[src/rtl/dsm_cfg_pkg.sv]
// dsm_cfg_pkg -- shared definitions for the serial configuration block.
//   state_t         : frame FSM states (IDLE, SHIFT, HOLD)
//   DEF_DATA_W      : default register word width
//   DEF_ADDR_W      : default address field width
//   DEF_NUM_REGS    : default register count
package dsm_cfg_pkg;

  localparam int DEF_DATA_W   = 9;
  localparam int DEF_ADDR_W   = 2;
  localparam int DEF_NUM_REGS = 4;

  typedef enum logic [1:0] {
    ST_IDLE  = 2'd0,
    ST_SHIFT = 2'd1,
    ST_HOLD  = 2'd2
  } state_t;

endpackage

[src/rtl/dsm_sipo_n.sv]
// dsm_sipo_n -- serial-in / parallel-out shift register, MSB first.
// Ports:
//   sclk : clock, posedge
//   rst  : asynchronous active-high reset, clears the register
//   en   : shift enable
//   din  : serial bit, enters at bit 0
//   q    : parallel contents, oldest bit at WIDTH-1
module dsm_sipo_n #(
  parameter int WIDTH = 8
) (
  input  logic             sclk,
  input  logic             rst,
  input  logic             en,
  input  logic             din,
  output logic [WIDTH-1:0] q
);

  generate
    if (WIDTH == 1) begin : g_one
      always_ff @(posedge sclk or posedge rst) begin
        if (rst)     q <= '0;
        else if (en) q <= din;
      end
    end else begin : g_many
      always_ff @(posedge sclk or posedge rst) begin
        if (rst)     q <= '0;
        else if (en) q <= {q[WIDTH-2:0], din};
      end
    end
  endgenerate

endmodule

[src/rtl/dsm_serial_cfg.sv]
// dsm_serial_cfg -- serial configuration port with shadow/active banks.
// A frame is ADDR_W address bits followed by DATA_W data bits, MSB first,
// framed by cs_n low. A complete frame writes the shadow bank; upd copies
// the whole shadow bank into the active bank driven on cfg_out.
// Optional feature: define DSM_SCFG_READBACK_EN to return active[addr]
// on sdo during the data phase; otherwise sdo is tied to 0.
// Ports:
//   sclk      : clock, all logic on posedge
//   rst       : asynchronous active-high reset
//   cs_n      : frame select, active-low
//   sdata     : serial data in, MSB first
//   upd       : commit shadow bank to active bank
//   err_clr   : clear frame_err
//   cfg_out   : active bank, register k at [k*DATA_W +: DATA_W]
//   busy      : FSM not idle
//   frame_err : sticky frame error (short, overlong or bad address)
//   sdo       : readback serial data out
module dsm_serial_cfg
  import dsm_cfg_pkg::*;
#(
  parameter int DATA_W   = DEF_DATA_W,
  parameter int ADDR_W   = DEF_ADDR_W,
  parameter int NUM_REGS = DEF_NUM_REGS
) (
  input  logic                       sclk,
  input  logic                       rst,
  input  logic                       cs_n,
  input  logic                       sdata,
  input  logic                       upd,
  input  logic                       err_clr,
  output logic [NUM_REGS*DATA_W-1:0] cfg_out,
  output logic                       busy,
  output logic                       frame_err,
  output logic                       sdo
);

  localparam int FRAME_W = ADDR_W + DATA_W;
  localparam int CNT_W   = $clog2(FRAME_W + 1);
  localparam logic [CNT_W-1:0]  CNT_LAST = CNT_W'(FRAME_W);
  localparam logic [ADDR_W:0]   REGS_LIM = (ADDR_W + 1)'(NUM_REGS);

  state_t              state, state_nxt;
  logic [CNT_W-1:0]    cnt, cnt_nxt, cnt_inc;
  logic                shift_en, frame_done, err_set, addr_ok, wr_en;
  logic [FRAME_W-2:0]  sr_q;
  logic [FRAME_W-1:0]  word_nxt;
  logic [ADDR_W-1:0]   wr_addr;
  logic [DATA_W-1:0]   wr_data;
  logic [DATA_W-1:0]   shadow [NUM_REGS];
  logic [DATA_W-1:0]   active [NUM_REGS];

  // Only FRAME_W-1 bits are stored: the last bit is used straight from
  // sdata on the capturing edge, so the write happens on that same edge.
  dsm_sipo_n #(.WIDTH(FRAME_W - 1)) u_sipo (
    .sclk (sclk),
    .rst  (rst),
    .en   (shift_en),
    .din  (sdata),
    .q    (sr_q)
  );

  assign word_nxt = {sr_q, sdata};
  assign wr_addr  = word_nxt[FRAME_W-1 -: ADDR_W];
  assign wr_data  = word_nxt[DATA_W-1:0];
  assign cnt_inc  = (cnt == CNT_LAST) ? cnt : cnt + 1'b1;
  assign busy     = (state != ST_IDLE);

  always_comb begin
    state_nxt  = state;
    cnt_nxt    = cnt;
    shift_en   = 1'b0;
    frame_done = 1'b0;
    err_set    = 1'b0;
    case (state)
      ST_IDLE: begin
        if (!cs_n) begin
          shift_en  = 1'b1;
          cnt_nxt   = CNT_W'(1);
          state_nxt = ST_SHIFT;
        end
      end
      ST_SHIFT: begin
        if (cs_n) begin
          err_set   = 1'b1;
          cnt_nxt   = '0;
          state_nxt = ST_IDLE;
        end else begin
          shift_en = 1'b1;
          cnt_nxt  = cnt_inc;
          if (cnt_inc == CNT_LAST) begin
            frame_done = 1'b1;
            state_nxt  = ST_HOLD;
          end
        end
      end
      ST_HOLD: begin
        // Extra bits are not shifted, so the written word stays intact.
        if (cs_n) begin
          cnt_nxt   = '0;
          state_nxt = ST_IDLE;
        end else begin
          err_set = 1'b1;
        end
      end
      default: begin
        cnt_nxt   = '0;
        state_nxt = ST_IDLE;
      end
    endcase
    addr_ok = ({1'b0, wr_addr} < REGS_LIM);
    wr_en   = frame_done & addr_ok;
    if (frame_done && !addr_ok) err_set = 1'b1;
  end

  always_ff @(posedge sclk or posedge rst) begin
    if (rst) begin
      state     <= ST_IDLE;
      cnt       <= '0;
      frame_err <= 1'b0;
    end else begin
      state <= state_nxt;
      cnt   <= cnt_nxt;
      // A new error on the same edge as err_clr keeps the flag set.
      if (err_set)      frame_err <= 1'b1;
      else if (err_clr) frame_err <= 1'b0;
    end
  end

  // Nonblocking update: a commit on the write edge picks up the old shadow.
  always_ff @(posedge sclk or posedge rst) begin
    if (rst) begin
      for (int k = 0; k < NUM_REGS; k++) begin
        shadow[k] <= '0;
        active[k] <= '0;
      end
    end else begin
      for (int k = 0; k < NUM_REGS; k++) begin
        if (upd) active[k] <= shadow[k];
        if (wr_en && (wr_addr == ADDR_W'(k))) shadow[k] <= wr_data;
      end
    end
  end

  generate
    for (genvar g = 0; g < NUM_REGS; g++) begin : g_out
      assign cfg_out[g*DATA_W +: DATA_W] = active[g];
    end
  endgenerate

`ifdef DSM_SCFG_READBACK_EN
  localparam logic [CNT_W-1:0] CNT_ADDR = CNT_W'(ADDR_W);

  logic                addr_edge;
  logic [ADDR_W-1:0]   rb_addr;
  logic [DATA_W-1:0]   rb_word, rb_sr;

  always_comb begin
    rb_addr   = word_nxt[ADDR_W-1:0];
    addr_edge = shift_en && (cnt_nxt == CNT_ADDR);
    rb_word   = '0;
    for (int k = 0; k < NUM_REGS; k++) begin
      if (rb_addr == ADDR_W'(k)) rb_word = active[k];
    end
  end

  // rb_sr holds the bits still to be sent; it is zero outside a readback,
  // so address-phase shifts and out-of-range addresses leave sdo at 0.
  always_ff @(posedge sclk or posedge rst) begin
    if (rst) begin
      sdo   <= 1'b0;
      rb_sr <= '0;
    end else if (addr_edge) begin
      sdo   <= rb_word[DATA_W-1];
      rb_sr <= rb_word << 1;
    end else if (shift_en && (state == ST_SHIFT)) begin
      sdo   <= rb_sr[DATA_W-1];
      rb_sr <= rb_sr << 1;
    end else begin
      sdo   <= 1'b0;
      rb_sr <= '0;
    end
  end
`else
  assign sdo = 1'b0;
`endif

endmodule

[config.mk]
export PLATFORM = sky130hd
export DESIGN_NAME = dsm_serial_cfg
export DESIGN_NICKNAME = d
export VERILOG_FILES = /design/src/rtl/dsm_cfg_pkg.sv /design/src/rtl/dsm_sipo_n.sv /design/src/rtl/dsm_serial_cfg.sv
export SDC_FILE = /design/constraint.sdc
export NUM_CORES = 1
export LEC_CHECK = 0
export CORE_MARGIN = 3
export CORE_UTILIZATION = 49
export DETAILED_ROUTE_END_ITERATION = 8
export HOLD_SLACK_MARGIN = 0.05
export PLACE_DENSITY = 0.76
export SLEW_MARGIN = 5
export SYNTH_ARGS = -nofsm -noshare
export SYNTH_HDL_FRONTEND = slang
export SYNTH_SLANG_ARGS = --single-unit
[constraint.sdc]
create_clock -name sclk -period 2.75 [get_ports sclk]
set_input_delay 0.55 -clock sclk [delete_from_list [all_inputs] [get_ports sclk]]
set_output_delay 0.55 -clock sclk [all_outputs]
set_load 0.005 [all_outputs]
==> results.cfg, run 1 <==
[finish]
mostFrequentLayoutCells = 89 x dfrtp_1, 82 x mux2_2, 43 x clkdlybuf4s50_1, 11 x clkbuf_8, 6 x o21ai_0
multi_input_area_mm2 = 0.001251
fin_nets = 285
drive_gt1_share_pct = 37.81
fillers = 565
seqCellArea_mm2 = 0.002227
final_common_cell = dfrtp_1
diodes = 0
syn_to_final_growth_pct = 20.08
design_area_mm2 = 0.004265

[synth]
synth_xor_area_share_pct = 0.7397
yosysSeqAreaShare_pct = 62.70
synth_fa_ha_area_share_pct = 0.3522
synth_top_family_by_area = multiplexers
syn_area_mm2 = 0.003552
synth.avg_cell_area_um2 = 15.38
synthCells = 231
synth-compound-area-share_pct = 3.452
ys_types = 33
syn-num-nets = 238
yosys_warnings = 0
synthMuxAreaShare_pct = 26.00
synth-seq-cells = 89
synthSimpleGateAreaFrac_pct = 4.579

[critical_path]
r2r_slack_ns = 0.49
r2r_cells = 6
critPathMaxStageDelay_ns = 0.47
cp_top_family = flip-flops
crit_path_max_fanout = 9
crit_type = reg -> reg
cp.arrival_ns = 2.48
critPathRequiredTime_ns = 2.97
critPathBufInv = 1
cp-start-kind = register
cp.depth = 6
crit_slowest_cell = dfrtp_1
end_kind = register
worstPathCellList = ha_1 -> xor2_1 -> o32ai_4 -> and4_1 -> buf_4 -> mux2_2

[clock_network]
cts_resized = 0
post_cts_buffers = 0
cts_max_path_buffers = 2
cts-root-buf = clkbuf_8
cts_hold_buffers = 0
cts_buffers = 9
cts_tree = done
insertion_delay_ns = 0.33
cts_max_level = 3
clkTransAtPathRegs_ns = 0.07
clock_sinks = 89

[global_route]
gr-total-overflow = 0
grt_pass1_vias = 2025
antenna_found_initial = 0
track_usage_pct = 15.22
grt_start_max_net_pins = 90
grt_pass1_wl_mm = 10.04

[drt]
drt_iter0_drc = 95
ant_nets = 0
vias = 1946
dr.pass1.iters = 4
post_drt_via_cell_ratio = 5.135
wl_mm = 5.765
wl_per_cell_um = 15.21
drcViolationCount = 0

[sta]
final.min_clock_period_ns = 2.258
tightest_slew_ns = 0.5217
setup_viol = 0
final_hold_viol_count = 0
finClkSkew_ns = 0.007731
rsz0062_at_grt = false
finalCritPeriodShare_pct = 82.11
fmax_mhz = 442.9
holdWs_ns = 0.5059
slew_violations = 0
setup_ws_ns = 0.4921
setup_tns_ns = 0
maxSlewHeadroom_pct = 65.14

[die]
start_util_pct = 51.43
coreArea_mm2 = 0.006907
die_h_um = 91.14
io-pin-count = 45
dieArea_mm2 = 0.008307
fp-row-count = 30
dieWidth_um = 91.14

[worst_hold_path]
holdPathStages = 1
hp-class = reg -> reg

[place]
port_buffers = 43
place_area_mm2 = 0.004090
gp_congestion = 0.6955
dpl_worst_slack_ns = 0.3049
dp_hpwl_mm = 3.812

[pwr]
p_per_area_mw_per_mm2 = 561.4
p_leak_nw = 2.070
ir_worst_vdd_mv = 0.3226
power_mw = 2.395

[run]
drv_cap = 0

[run_status]
status = finished clean
metal layers:
layer	vias to the layer above	track usage, %	routed length [µm]
met5	-	0	0
met4	0	6.658	78
met3	7	3.148	150
met2	33	24.28	2788
met1	995	20.20	2748
li1	911	-	-
flip-flops by register name, summed over array words and instances (netlist names):
| register | cells |
|---|---|
| cnt | 4 |
| u_sipo.q | 10 |
| cfg_out | 36 |
| shadow | 36 |
| state | 2 |
| frame_err | 1 |
cells in the mapped netlist, drive strengths merged:
master  count  area share [%]
clkbuf      3            0.32
dfrtp      89              63
nand4       1            0.60
nand2b      3            0.53
a311oi      1            0.25
a21o        2            0.42
inv         4            0.42
nand3b      1            0.21
a21oi       3            0.42
nand2       3            0.32
and3        1            0.21
xnor2       2            0.49
mux2       82              26
o21ai       6            0.85
a32oi       1            0.25
nand3       3            0.70
xor2        1            0.25
a22o        1            0.25
nor2        3            0.32
o32ai       1            0.78
nor2b       4            0.70
nor3        1            0.14
and4        1            0.25
nor3b       2            0.42
buf         8             1.3
or2         1            0.18
a31o        1            0.25
ha          1            0.35
conb        1            0.11
logic make-up (layout without fill, tap and decap cells):
kind of cell | count (synthesis) | count (layout)
adders and majority gates | 1 | 1
xor gates and xnor gates | 3 | 3
buffers and inverters | 15 | 67
DFF | 89 | 89
and+or+nand+nor | 24 | 24
muxes | 82 | 82
other | 1 | 1
AOI/OAI and AO/OA | 16 | 16
final cells by class:
cell class                      instances  share of cell area, %
Clock inverter                          2                 0.2933
Inverter                                4                 0.4400
Tap cell                               96                  2.816
Sequential cell                        89                  52.21
Timing Repair Buffer                   47                  11.09
Multi-Input combinational cell        127                  29.33
Clock buffer                           14                  3.813
worst paths after layout:
check                             from           to
max in group asynchronous          rst   cfg_out[0]
max reg2reg                     cnt[0]   shadow[27]
max                             cnt[0]   shadow[27]
min                        cfg_out[11]  cfg_out[11]
min in group asynchronous          rst  cfg_out[14]
min reg2reg                cfg_out[11]  cfg_out[11]
through the flow:
step	util [%]	instances
floorplan	-	231
global placement	59.22	363
detailed placement	59.22	363
CTS	61.76	379
global route	61.76	379
finish	61.76	379
power by group:
group | total [mW] | switching, mW | internal (mW)
combinational | 0.177 | 0.0898 | 0.0873
clock | 0.781 | 0.403 | 0.378
sequential | 1.44 | 0.0752 | 1.36
total | 2.39 | 0.568 | 1.83
Power figures use the tool's default switching activity.
==> run 2, diff against run 1 <==
- clock period: 2.75 -> 1.85 ns (I/O delays scaled with it)
==> run 2 against run 1 <==
The flow now finishes with violations (setup timing). Combinational power up 110%. Sequential cell count unchanged. First-iteration DRC count down 5.3%. Global-route usage up 0.12 points. Final cell count up 4.7%. Critical endpoint is now shadow[29]. Largest power group unchanged. Critical path type unchanged. Highest routed layer unchanged.
==> results.cfg, run 2 (synthesis gave the netlist of run 1 again) <==
[pwr]
p_per_area_mw_per_mm2 = 817.3
ir_worst_vdd_mv = 0.4569
power_mw = 3.713
p_leak_nw = 2.182

[clock_network]
cts-root-buf = clkbuf_8
clkTransAtPathRegs_ns = 0.09
cts_max_path_buffers = 2
cts_hold_buffers = 0
cts_tree = done
cts_max_level = 3
cts_buffers = 9
clock_sinks = 89
insertion_delay_ns = 0.35

[finish]
design_area_mm2 = 0.004543
syn_to_final_growth_pct = 27.90
fillers = 519
instances_no_fill = 397
mostFrequentLayoutCells = 88 x dfrtp_1, 73 x mux2_2, 42 x clkdlybuf4s50_1, 14 x buf_4, 10 x clkbuf_8
final_common_cell = dfrtp_1
fin_nets = 303
drive_gt1_share_pct = 43.52
diodes = 0

[critical_path]
crit_type = reg -> reg
crit_slowest_cell = dfrtp_2
critPathRequiredTime_ns = 2.09
endpoint = shadow[29]
cp_top_family = flip-flops
r2r_end = shadow[29]
crit_path_max_fanout = 4
cp.arrival_ns = 2.17
r2r_slack_ns = -0.09
critPathMaxStageDelay_ns = 0.44
end_kind = register
critPathBufInv = 2
r2r_cells = 6
startpoint = cnt[0]
reg2reg_from = cnt[0]
cp-start-kind = register
cp.depth = 6
worstPathCellList = ha_4 -> inv_2 -> o32ai_4 -> and4_4 -> clkbuf_16 -> mux2_4

[place]
dp_hpwl_mm = 3.841
gp_congestion = 0.7700
dp_cells = 374
port_buffers = 43
place_area_mm2 = 0.004219

[drt]
drcViolationCount = 0
drt_iter0_drc = 90
vias = 2078
wl_per_cell_um = 16.15
post_drt_via_cell_ratio = 5.234
ant_nets = 0
wl_mm = 6.411
dr.pass1.iters = 4

[global_route]
grt_pass1_wl_mm = 10.05
antenna_found_initial = 0
track_usage_pct = 15.34
gr-total-overflow = 0
grt_pass1_vias = 2018
grt_start_max_net_pins = 90

[sta]
tightest_slew_ns = 0.7151
holdWs_ns = 0.4843
fmax_mhz = 516.8
finalCritPeriodShare_pct = 104.6
maxSlewHeadroom_pct = 52.23
rsz0062_at_grt = true
slew_violations = 0
finClkSkew_ns = 0.01027
final.min_clock_period_ns = 1.935
setup_viol = 18
setup_ws_ns = -0.08502
final_hold_viol_count = 0

[die]
dieWidth_um = 91.14
die_h_um = 91.14
fp-row-count = 30
coreArea_mm2 = 0.006907
start_util_pct = 51.43
io-pin-count = 45
dieArea_mm2 = 0.008307

[run]
drv_cap = 0

[run_status]
violations = setup timing
status = finished with violations

[worst_hold_path]
hp-class = in -> async
run 2: changes by cell type in the layout (fill, tap and decap cells not counted), sizes merged:
cell and delta:
buf +14, nand4 +1, clkdlybuf4s50 -1, nand3 +2, inv +2, clkbuf -1
dlygate4sd2 +1
run 2: timing repair:
item	4_1_cts	5_1_grt
gates cloned	0	4
pin swaps	0	2
setup endpoints to repair	37	36
gates resized for setup	2	14
setup buffers	2	1
run 2: worst min path at each step:
| stage | startpoint | end | slack, ns | depth (start not counted) |
|---|---|---|---|---|
| 5_1_grt | rst | shadow[21] | 0.50 | 3 |
| 6_report | rst | shadow[20] | 0.48 | 3 |
| 4_1_cts | rst | cfg_out[12] | 0.51 | 3 |
| 2_1_floorplan | shadow[18] | shadow[18] | 0.47 | 1 |
| 3_3_place_gp | shadow[13] | shadow[13] | 0.48 | 1 |
| 3_5_place_dp | shadow[19] | cfg_out[10] | 0.49 | 1 |
run 2: per-layer routing:
metal / share of wire [%] / up-vias / GRT usage (%) / routed length (µm)
li1: - / 961 / - / -
met1: 46 / 1062 / 20.81 / 2967
met2: 48 / 44 / 22.75 / 3066
met3: 3.9 / 11 / 4.722 / 251
met4: 1.9 / 0 / 6.910 / 125
met5: 0 / - / 0 / 0
run 2: worst reg2reg max path, cell delays in order (launching register included):
cell       delay [ns]
dfrtp_2          0.44
ha_4             0.27
inv_2            0.04
o32ai_4          0.29
and4_4           0.32
clkbuf_16        0.17
mux2_4           0.29
run 2: cell type report:
| cell class | count | area (µm²) | area share (%) |
|---|---|---|---|
| Tap cell | 96 | 120.1 | 2.644 |
| Clock buffer | 12 | 145.1 | 3.195 |
| Sequential cell | 89 | 2228 | 49.05 |
| Multi-Input combinational cell | 130 | 1364 | 30.02 |
| Inverter | 4 | 18.77 | 0.4131 |
| Timing Repair Buffer | 62 | 630.6 | 13.88 |
| Clock inverter | 4 | 36.28 | 0.7987 |
run 2: power breakdown:
part	leakage, nW	switching [mW]	internal (mW)
registers	1.21	0.101	2.02
logic	0.878	0.196	0.168
clock network	0.0891	0.680	0.543
run 2: metrics by stage:
step           utilization, %  TNS [ns]  setup WS [ns]
6_report                65.78   -0.7074       -0.08502
3_5_place_dp            61.09    -4.157        -0.1838
4_1_cts                 63.97    -1.888       -0.08534
3_3_place_gp            61.09    -2.668        -0.1188
2_1_floorplan               -    -1.205        -0.1340
5_1_grt                 65.78    -2.298        -0.1335
